**config.mk**
```make
export PLATFORM = sky130hd
export DESIGN_NAME = pcie_irq_arbiter
export DESIGN_NICKNAME = d
export VERILOG_FILES = /design/src/rtl/pcie_irq_pkg.sv /design/src/rtl/irq_holdoff_timer.sv /design/src/rtl/pcie_irq_arbiter.sv
export SDC_FILE = /design/constraint.sdc
export NUM_CORES = 1
export LEC_CHECK = 0
export BUFFER_PORTS_ARGS = -buffer_cell sky130_fd_sc_hd__buf_4
export CORE_ASPECT_RATIO = 1.75
export CORE_UTILIZATION = 51
export DETAILED_ROUTE_END_ITERATION = 8
export PLACE_DENSITY_LB_ADDON = 0.25
export SYNTH_ARGS = -nofsm -noshare
export SYNTH_HDL_FRONTEND = slang
export SYNTH_SLANG_ARGS = --single-unit
```
**constraint.sdc**
```tcl
create_clock -name clk -period 2.2 [get_ports clk]
set_input_delay 0.11 -clock clk [delete_from_list [all_inputs] [get_ports clk]]
set_output_delay 0.11 -clock clk [all_outputs]
set_load 0.02 [all_outputs]
```
**src/rtl/pcie_irq_pkg.sv**
```systemverilog
// rtl/pcie_irq_pkg.sv - shared state encodings, source ids and vector defaults for the interrupt arbiter
package pcie_irq_pkg;

  typedef enum logic [2:0] {
    ST_IDLE    = 3'b001,
    ST_REQ     = 3'b010,
    ST_HOLDOFF = 3'b100
  } irq_state_e;

  typedef enum logic {
    SRC_RX = 1'b0,
    SRC_TX = 1'b1
  } irq_src_e;

  localparam logic [7:0] DEF_RX_VECTOR = 8'h00;
  localparam logic [7:0] DEF_TX_VECTOR = 8'h01;

  // Round-robin choice: on a tie the source not granted last wins.
  function automatic irq_src_e rr_pick(input logic rx, input logic tx, input irq_src_e last);
    irq_src_e sel;
    if (rx && tx) begin
      if (last == SRC_TX) sel = SRC_RX;
      else                sel = SRC_TX;
    end else if (rx) begin
      sel = SRC_RX;
    end else begin
      sel = SRC_TX;
    end
    return sel;
  endfunction

endpackage

```
**src/rtl/irq_holdoff_timer.sv**
```systemverilog
// rtl/irq_holdoff_timer.sv - loadable 16-bit down-counter that flags when the idle gap has elapsed
module irq_holdoff_timer (
  input  logic        clk,
  input  logic        rst,
  input  logic        load_i,
  input  logic [15:0] load_val_i,
  input  logic        dec_i,
  output logic        done_o
);

  logic [15:0] cnt_q;
  logic [15:0] cnt_d;

  always_comb begin
    cnt_d = cnt_q;
    if (load_i) begin
      cnt_d = load_val_i;
    end else if (dec_i && (cnt_q != 16'd0)) begin
      cnt_d = cnt_q - 16'd1;
    end
  end

  always_ff @(posedge clk or posedge rst) begin
    if (rst) cnt_q <= 16'd0;
    else     cnt_q <= cnt_d;
  end

  assign done_o = (cnt_q == 16'd0);

endmodule

```
**src/rtl/pcie_irq_arbiter.sv**
```systemverilog
// rtl/pcie_irq_arbiter.sv - round-robin Rx/Tx interrupt arbiter driving the PCIe endpoint cfg_interrupt port
module pcie_irq_arbiter
  import pcie_irq_pkg::*;
#(
  parameter logic [7:0] RX_VECTOR = DEF_RX_VECTOR,
  parameter logic [7:0] TX_VECTOR = DEF_TX_VECTOR
) (
  input  logic        clk,
  input  logic        reset,
  input  logic        rx_irq_req,
  input  logic        tx_irq_req,
  input  logic        irq_enable,
  input  logic [15:0] holdoff_cycles,
  input  logic        cfg_interrupt_rdy,
  output logic        cfg_interrupt,
  output logic [7:0]  cfg_interrupt_di,
  output logic        rx_irq_ack,
  output logic        tx_irq_ack
);

  irq_state_e state_q;
  irq_src_e   grant_q;
  irq_src_e   last_q;
  irq_src_e   pick;
  logic       cfg_int_q;
  logic [7:0] cfg_di_q;
  logic       rx_ack_q;
  logic       tx_ack_q;
  logic       hold_load;
  logic       hold_dec;
  logic       hold_done;

  assign pick      = rr_pick(rx_irq_req, tx_irq_req, last_q);
  assign hold_load = (state_q == ST_REQ) && cfg_interrupt_rdy;
  assign hold_dec  = (state_q == ST_HOLDOFF);

  // The ack cycle is spent in HOLDOFF with the freshly loaded count, so the
  // gap between grants is always the ack cycle plus holdoff_cycles.
  irq_holdoff_timer u_holdoff (
    .clk        (clk),
    .rst        (reset),
    .load_i     (hold_load),
    .load_val_i (holdoff_cycles),
    .dec_i      (hold_dec),
    .done_o     (hold_done)
  );

  always_ff @(posedge clk or posedge reset) begin
    if (reset) begin
      state_q   <= ST_IDLE;
      grant_q   <= SRC_RX;
      last_q    <= SRC_TX;
      cfg_int_q <= 1'b0;
      cfg_di_q  <= 8'h00;
      rx_ack_q  <= 1'b0;
      tx_ack_q  <= 1'b0;
    end else begin
      rx_ack_q <= 1'b0;
      tx_ack_q <= 1'b0;
      case (state_q)
        ST_IDLE: begin
          if (irq_enable && (rx_irq_req || tx_irq_req)) begin
            grant_q   <= pick;
            cfg_int_q <= 1'b1;
            cfg_di_q  <= (pick == SRC_RX) ? RX_VECTOR : TX_VECTOR;
            state_q   <= ST_REQ;
          end
        end
        ST_REQ: begin
          if (cfg_interrupt_rdy) begin
            cfg_int_q <= 1'b0;
            rx_ack_q  <= (grant_q == SRC_RX);
            tx_ack_q  <= (grant_q == SRC_TX);
            last_q    <= grant_q;
            state_q   <= ST_HOLDOFF;
          end
        end
        ST_HOLDOFF: begin
          if (hold_done) state_q <= ST_IDLE;
        end
        default: begin
          cfg_int_q <= 1'b0;
          state_q   <= ST_IDLE;
        end
      endcase
    end
  end

  assign cfg_interrupt    = cfg_int_q;
  assign cfg_interrupt_di = cfg_di_q;
  assign rx_irq_ack       = rx_ack_q;
  assign tx_irq_ack       = tx_ack_q;

endmodule

```
* Yosys cells after proc, flatten, opt, wreduce, memory -nomap -nowiden
Index checks and enable logic that the tools add are counted.
Word-level totals: register bits 32, latch bits 0, memory bits (writable) 0, ROM bits 0, output and inout port bits 11, logic and storage cells 46, memories 0
Operators by class: add/sub/neg operators 1, multiply operators 0, divide/modulo/power cells 0, order comparisons 0, equality and inequality tests 6, shift-type cells 0, muxes and demuxes 17, bitwise logic cells 2, reduce and logical (&&, ||, !) cells 12
Operators by type and width (number):
- 16-bit two-way mux | 2
- 16-bit zero test | 1
- 16-bit nonzero test | 1
- 16-bit by 1-bit subtractor with 16-bit output, second input constant | 1
- 1-bit two-way mux | 10
- 3-bit two-way mux | 3
- 3-bit one-hot mux with 3 select lines | 1
- 2-bit inequality test, second input constant | 3
- 3-bit AND reduction | 2
- 1-bit logical AND | 4
- 2-bit AND reduction | 2
- 3-bit by 1-bit == test with 1-bit output, second input constant | 1
- 3-bit by 2-bit == test with 1-bit output, second input constant | 1
- 3-bit == test, second input constant | 1
- 1-bit one-hot mux with 3 select lines | 1
- 1-bit inverter | 2
- 2-bit nonzero test | 1
- 1-bit logical OR | 1

* Longest topological paths before layout
Gate-level depths: netlist of the first run.
word-level depth 4, depth in mapped cells 8

* Hierarchy
A second synthesis of the first run with hierarchy kept.
Second synthesis, totals: cell total of the unflattened synthesis 168, area, all modules 1485.2 um^2
By module, submodules not included:
- irq_holdoff_timer | instances 1, cells each 122, area each 1034.7 um^2, sequential area each 400.4 um^2
- pcie_irq_arbiter | instances 1, cells each 46, area each 450.4 um^2, sequential area each 202.7 um^2

* Worst setup path after synthesis of the first run
Ideal clock, no wire load.
kind register to register, start reg u_holdoff.cnt_q[0], end reg u_holdoff.cnt_q[1], library setup time 0.125 ns, data arrival time 1.778 ns, slack 0.297 ns, stages on the path, launching flop included 9, path buffers 1, period minus slack after synthesis 1.903 ns, cell sequence dfrtp_1 inv_1 ha_1 buf_2 nor4b_1 nand4b_4 nand2_4 mux2i_1 mux2_4
Between the ends: cells in the longest elaborated chain, start to end 3, elaborated cells on any way between the ends 6, those cells by class add/sub (1); mux (2); reduce/logical (3)
RTL lines:
- start: declaration | RTL line irq_holdoff_timer.sv:11 | logic [15:0] cnt_q;
- start signal: assignment | RTL line irq_holdoff_timer.sv:25 | else cnt_q <= cnt_d;
- 16-bit by 1-bit subtractor with 16-bit output or 16-bit nonzero test (tied branches) | RTL line irq_holdoff_timer.sv:19, irq_holdoff_timer.sv:18
- 16-bit two-way mux or 1-bit logical AND (tied branches) | RTL line irq_holdoff_timer.sv:18 | end else if (dec_i && (cnt_q != 16'd0)) begin
- 16-bit two-way mux or 2-bit nonzero test (tied branches)
Parallel ways exist; a longest one is shown, timed or not. The select of a mux whose other input is x is not followed. A chain may end at the register's enable or synchronous reset.

* Worst setup path in the final report of the first run
start reg u_holdoff.cnt_q[7], end reg u_holdoff.cnt_q[14]
The elaborated chain is that of the path after synthesis.

==> results of run 1 <==
## cell type report
class / count / share of cell area [%]
sequential: 24 / 36.19
clock buffer: 3 / 2.477
multi-input combinational: 119 / 44.89
timing repair buffer: 29 / 13.06
tap: 27 / 2.027
inverter: 6 / 1.351
## stage by stage
step | worst slack (ps) | instances | hold WS (ps)
after CTS | 288.4 | 208 | 25.76
after detailed placement | 312.3 | 205 | 306.7
final | 272.8 | 208 | 24.65
after global routing | 167.3 | 208 | 42.95
after floorplan | 296.8 | 164 | 123.1
after global placement | 330.3 | 205 | 301.0
## final timing paths
kind / cells past startpoint / startpoint / end
worst max-delay path: 5 / u_holdoff.cnt_q[7] / u_holdoff.cnt_q[14]
worst min register to register: 1 / grant_q / rx_irq_ack
min in group asynchronous: 2 / reset / rx_irq_ack
worst min-delay path: 2 / rx_irq_req / grant_q
worst max register to register: 5 / u_holdoff.cnt_q[7] / u_holdoff.cnt_q[14]
max in group asynchronous: 2 / reset / u_holdoff.cnt_q[0]
## cells in the mapped netlist, drive strengths merged
| master | number |
|---|---|
| clkbuf | 3 |
| o31ai | 2 |
| xor2 | 6 |
| o21ai | 5 |
| nor2 | 29 |
| nand4b | 3 |
| nor2b | 2 |
| nor4 | 3 |
| nor4b | 3 |
| or4 | 2 |
| buf | 12 |
| nand2 | 5 |
| mux2i | 4 |
| nor3b | 4 |
| mux2 | 1 |
| conb | 1 |
| nand2b | 1 |
| a31oi | 4 |
| inv | 6 |
| o211ai | 1 |
| dfstp | 2 |
| xnor2 | 3 |
| nand3 | 3 |
| ha | 1 |
| a21oi | 16 |
| dfrtp | 22 |
| a21o | 1 |
| nor3 | 6 |
| nand4 | 7 |
## per-layer routing
metal,GRT usage [%],wire length (um)
met5,0,0
met4,11.11,73
met3,2.475,87
met2,39.49,1683
met1,23.46,1073
## sequential cells by signal, indices dropped and copies added (netlist names)
signal / count
u_holdoff.cnt_q: 16
state_q: 3
cfg_interrupt: 1
grant_q: 1
last_q: 1
rx_irq_ack: 1
tx_irq_ack: 1
## power by group through the flow
stage               clock (mW)  combinational, mW  sequential (mW)
floorplan                    0              0.529            0.846
global placement             0              0.578            0.918
detailed placement           0              0.600            0.937
CTS                      0.260              0.602            0.929
global route             0.275              0.673            0.961
finish                   0.255              0.594            0.930
## critical path, delay by kind of cell, from the launching register on
kind             cells  cell delay, ps
multiplexers         1             230
AND/OR/NAND/NOR      3            1030
flip-flops           1             470
AO/OA/AOI/OAI        1              80
## cell families (layout without fill, tap and decap cells)
group	Yosys count	count (layout)	share of synthesized area [%]
simple gates	68	68	28.62
compound gates	29	29	11.03
flops	24	24	41.55
buf+inv	21	38	8.448
xor+xnor	9	9	5.431
mux	5	5	3.793
fa+ha+maj	1	1	0.8619
other cells	1	7	0.2584
==> reports/results.txt, run 1 <==
LEAKAGE: 0.7358 nW
clock power share: 14.3%
DRT iter0 DRCs: 24
syn_area_per_cell: 9.186 um^2
WP data required: 2350 ps
post-route setup TNS: 0 ps
status: complete, no violations
PortBufs: 25
nets@finish: 206
final worst-path cycle share: 87.60%
Synth Instances: 158
Synth Warn #: 0
total grt overflow: 0
wire per inst: 14.02 um
Max stage delay cell, worst path: dfrtp_1
post-layout util: 61.95%
Crit. End Element: register
Mapped Area: 1451 um^2
Worst-Skew Late Latency: 260 ps
RePlAce Congestion: 0.7515
CP peak stage delay: 470 ps
IO Pins: 33
register area share after synthesis: 41.55%
Worst Tran Pin Value: 927.4 ps
largest net degree at the start of global routing: 25
DR vias: 1199
total power: 1.778 mW
net switching power: 0.7054 mW
crit path kind: register to register
commonest non-fill, non-tap cells in the layout: nor2_1, buf_4, dfrtp_1, a21oi_1
crit-path max FO: 7
CTS tree: yes
CTS Buf Count: 3
Slew Limit Fails: 0
sequential fraction of design power: 52.3%
Core ar.: 2690 um^2
initial core utilization: 53.95%
gr usage total: 21.44%
antenna violations before repair: 0
R2R setup slack: 270 ps
area leader, netlist: dfrtp_1
H-tree levels: 1
maximum VDD drop: 620.8 uV
Synth area leaders: dfrtp_1, nor2_1, a21oi_1
Hold Vio Cnt, Final: 0
die area: 3072 um^2
clk slew on worst S/H paths: 80 ps
Routed Antenna Nets: 0
flops & latches, synth: 24
crit path time final: 1927 ps
vias in the first global route: 1216
Total Wirelength: 2917 um
Post-CTS Setup Bufs: 0
switch share: 39.66%
Post-DP Area: 1625 um^2
maxcap violations: 0
design area: 1667 um^2
post-CTS sizing: 0
# hold bufs at CTS: 0
area grow syn2layout: 14.83%
# clock sinks: 24
RSZ-0062 raised after global routing: no
Logic pwr share: 33.4%
DIE HEIGHT: 72.57 um
Max-slew headroom: 38.10%
Antenna diodes: 0
register area: 603.1 um^2
Setup Viol. Count Final: 0
clk_skew: 2.549 ps
first-pass GRT wire length: 5099 um
fill count: 248
area share of the largest cell type after synthesis: 37.93%
multi-input combinational cell area: 748.2 um^2
DR vias/cell: 5.764
site row count: 25
Clock Tree Buf Depth: 2
CP cell instances: nor4_4, nand4_1, nor3b_1, mux2i_1, a21oi_1
Hold Path Class: input pin to register
post-synth cell types: 37
root buffer cell: clkbuf_8
Pre-antenna DRT Iters: 4
Pint: 1.073 mW
drt drc: 0
Max Fclk: 518.9 MHz
Horiz. Die Dim: 42.33 um
P per Cell Area: 1067 nW/um^2
DPL Wire Length: 2269 um
Arrival @ worst endpoint: 2080 ps
CP Launch Type: register
share of cells above drive strength 1: 22.65%
(Power assumes the default switching activity.)
==> run 2: changes to the inputs <==
Settings changed: CORE_UTILIZATION 51 to 25.
==> reports/results.txt, run 2 (synthesis gave the netlist of run 1 again) <==
CTS tree: yes
top flop regs: u_holdoff.cnt_q x16, state_q x3
post-route setup TNS: 0 ps (unchanged)
clk slew on worst S/H paths: 90 ps (about the same)
maxcap violations: 0 (unchanged)
Pre-antenna DRT Iters: 4 (unchanged)
largest net degree at the start of global routing: 25 (unchanged)
share of cells above drive strength 1: 23.37% (+0.72 points)
CTS Buf Count: 3 (unchanged)
Post-DP Area: 1694 um^2 (+4.2%)
Max-slew headroom: 61.79% (+24 points)
status: complete, no violations
drt drc: 0 (unchanged)
area grow syn2layout: 21.21%
post-CTS sizing: 0 (unchanged)
commonest non-fill, non-tap cells in the layout: buf_4, nor2_1, dfrtp_1, a21oi_1
DRT iter0 DRCs: 26 (+8.3%)
most common library cell in the layout ignoring fill and taps: buf_4
Biggest register: u_holdoff.cnt_q
DIE HEIGHT: 102.8 um (+42%)
total grt overflow: 0 (unchanged)
PortBufs: 25 (unchanged)
crit path time final: 1955 ps (+28.15 ps)
Worst-Skew Late Latency: 280 ps (+20 ps)
Slew Limit Fails: 0 (unchanged)
vias in the first global route: 1173 (-3.5%)
Post-CTS Setup Bufs: 0 (unchanged)
IO Pins: 33 (unchanged)
P per Cell Area: 1036 nW/um^2 (-2.9%)
Hold Vio Cnt, Final: 0 (unchanged)
RSZ-0062 raised after global routing: no
design area: 1759 um^2 (+5.6%)
max reg flops: 16 (unchanged)
gr usage total: 11.42% (-10 points)
H-tree levels: 1 (unchanged)
# clock sinks: 24 (unchanged)
Setup Viol. Count Final: 0 (unchanged)
Max Fclk: 511.4 MHz (-1.4%)
Total Wirelength: 3094 um (+6.1%)
final worst-path cycle share: 88.88% (+1.3 points)
WP data required: 2370 ps (+20 ps)
Arrival @ worst endpoint: 2120 ps (+40 ps)
LEAKAGE: 0.7520 nW (+2.2%)
Core ar.: 5585 um^2 (+110%)
Horiz. Die Dim: 59.60 um (+41%)
DR vias: 1165 (-2.8%)
DP Worst Slack: 229.6 ps (-82.69 ps)
Crit. End Element: register
nets@finish: 208 (+0.97%)
root buffer cell: clkbuf_8
final worst slack: 244.7 ps (-28.15 ps)
crit path kind: register to register
DR vias/cell: 4.481 (-22%)
initial core utilization: 25.99% (-28 points)
post-layout util: 31.50% (-30 points)
Hold Path Class: input pin to register
Clock Tree Buf Depth: 2 (unchanged)
die area: 6126 um^2 (+99%)
first-pass GRT wire length: 5340 um (+4.7%)
clk_skew: 6.933 ps (+4.383 ps)
RePlAce Congestion: 0.7755 (+3.2%)
CP Launch Type: register
DPL Wire Length: 2353 um (+3.7%)
# hold bufs at CTS: 1 (+1)
site row count: 36 (+44%)
wire per inst: 11.90 um (-15%)
fill count: 617 (+150%)
crit-path max FO: 6 (-1)
antenna violations before repair: 0 (unchanged)
Antenna diodes: 0 (unchanged)
Worst Tran Pin Value: 565.2 ps (-362.2 ps)
maximum VDD drop: 250.9 uV (-60%)
Routed Antenna Nets: 0 (unchanged)
## run 2: cell count changes in the layout (fill, tap and decap cells not counted), sizes merged
cell	before	now
clkbuf	3	4
buf	29	30
dlygate4sd3	0	1
## run 2: per-stage QoR
stage | std cells | hold slack (ps) | power, mW
floorplan | 164 | 123.1 | 1.375
global placement | 255 | 200.0 | 1.518
detailed placement | 255 | 196.1 | 1.531
CTS | 260 | 3.430 | 1.852
global route | 260 | 8.390 | 1.976
finish | 260 | 12.90 | 1.823
## run 2: final timing paths
path	start	to	slack [ps]	cells past startpoint
hold / removal	rx_irq_req	grant_q	10	2
min in group asynchronous	reset	u_holdoff.cnt_q[1]	440	4
setup / recovery	u_holdoff.cnt_q[0]	u_holdoff.cnt_q[1]	240	7
max in group asynchronous	reset	last_q	1460	4
hold reg to reg	grant_q	rx_irq_ack	490	1
setup reg to reg	u_holdoff.cnt_q[0]	u_holdoff.cnt_q[1]	240	7
## run 2: cell type report
type,instances,area (um^2),share of cell area [%]
sequential,24,603.1,34.28
tap,76,95.09,5.405
multi-input combinational,119,748.2,42.53
timing repair buffer,31,235.2,13.37
inverter,6,22.52,1.280
clock buffer,4,55.05,3.129
## run 2: layer usage
metal	global-route usage (%)	up-vias	part of all wire [%]
met3	0.5019	5	2.4
li1	-	590	-
met2	21.69	22	55
met5	0	-	0
met4	5.903	0	2.7
met1	12.34	548	40
## run 2: worst max-delay path, cell delays in order (launching register included)
cell and delay [ps]:
dfrtp_1 400, inv_1 100, ha_1 170, nor4b_1 480
nand4b_4 220, nand2_4 140, mux2i_1 80, mux2_4 260
## run 2: report_power, final
group	internal [mW]	switching, mW	leakage, nW
Sequential	0.648	0.274	0.271
Combinational	0.305	0.285	0.452
Clock	0.160	0.151	0.0288
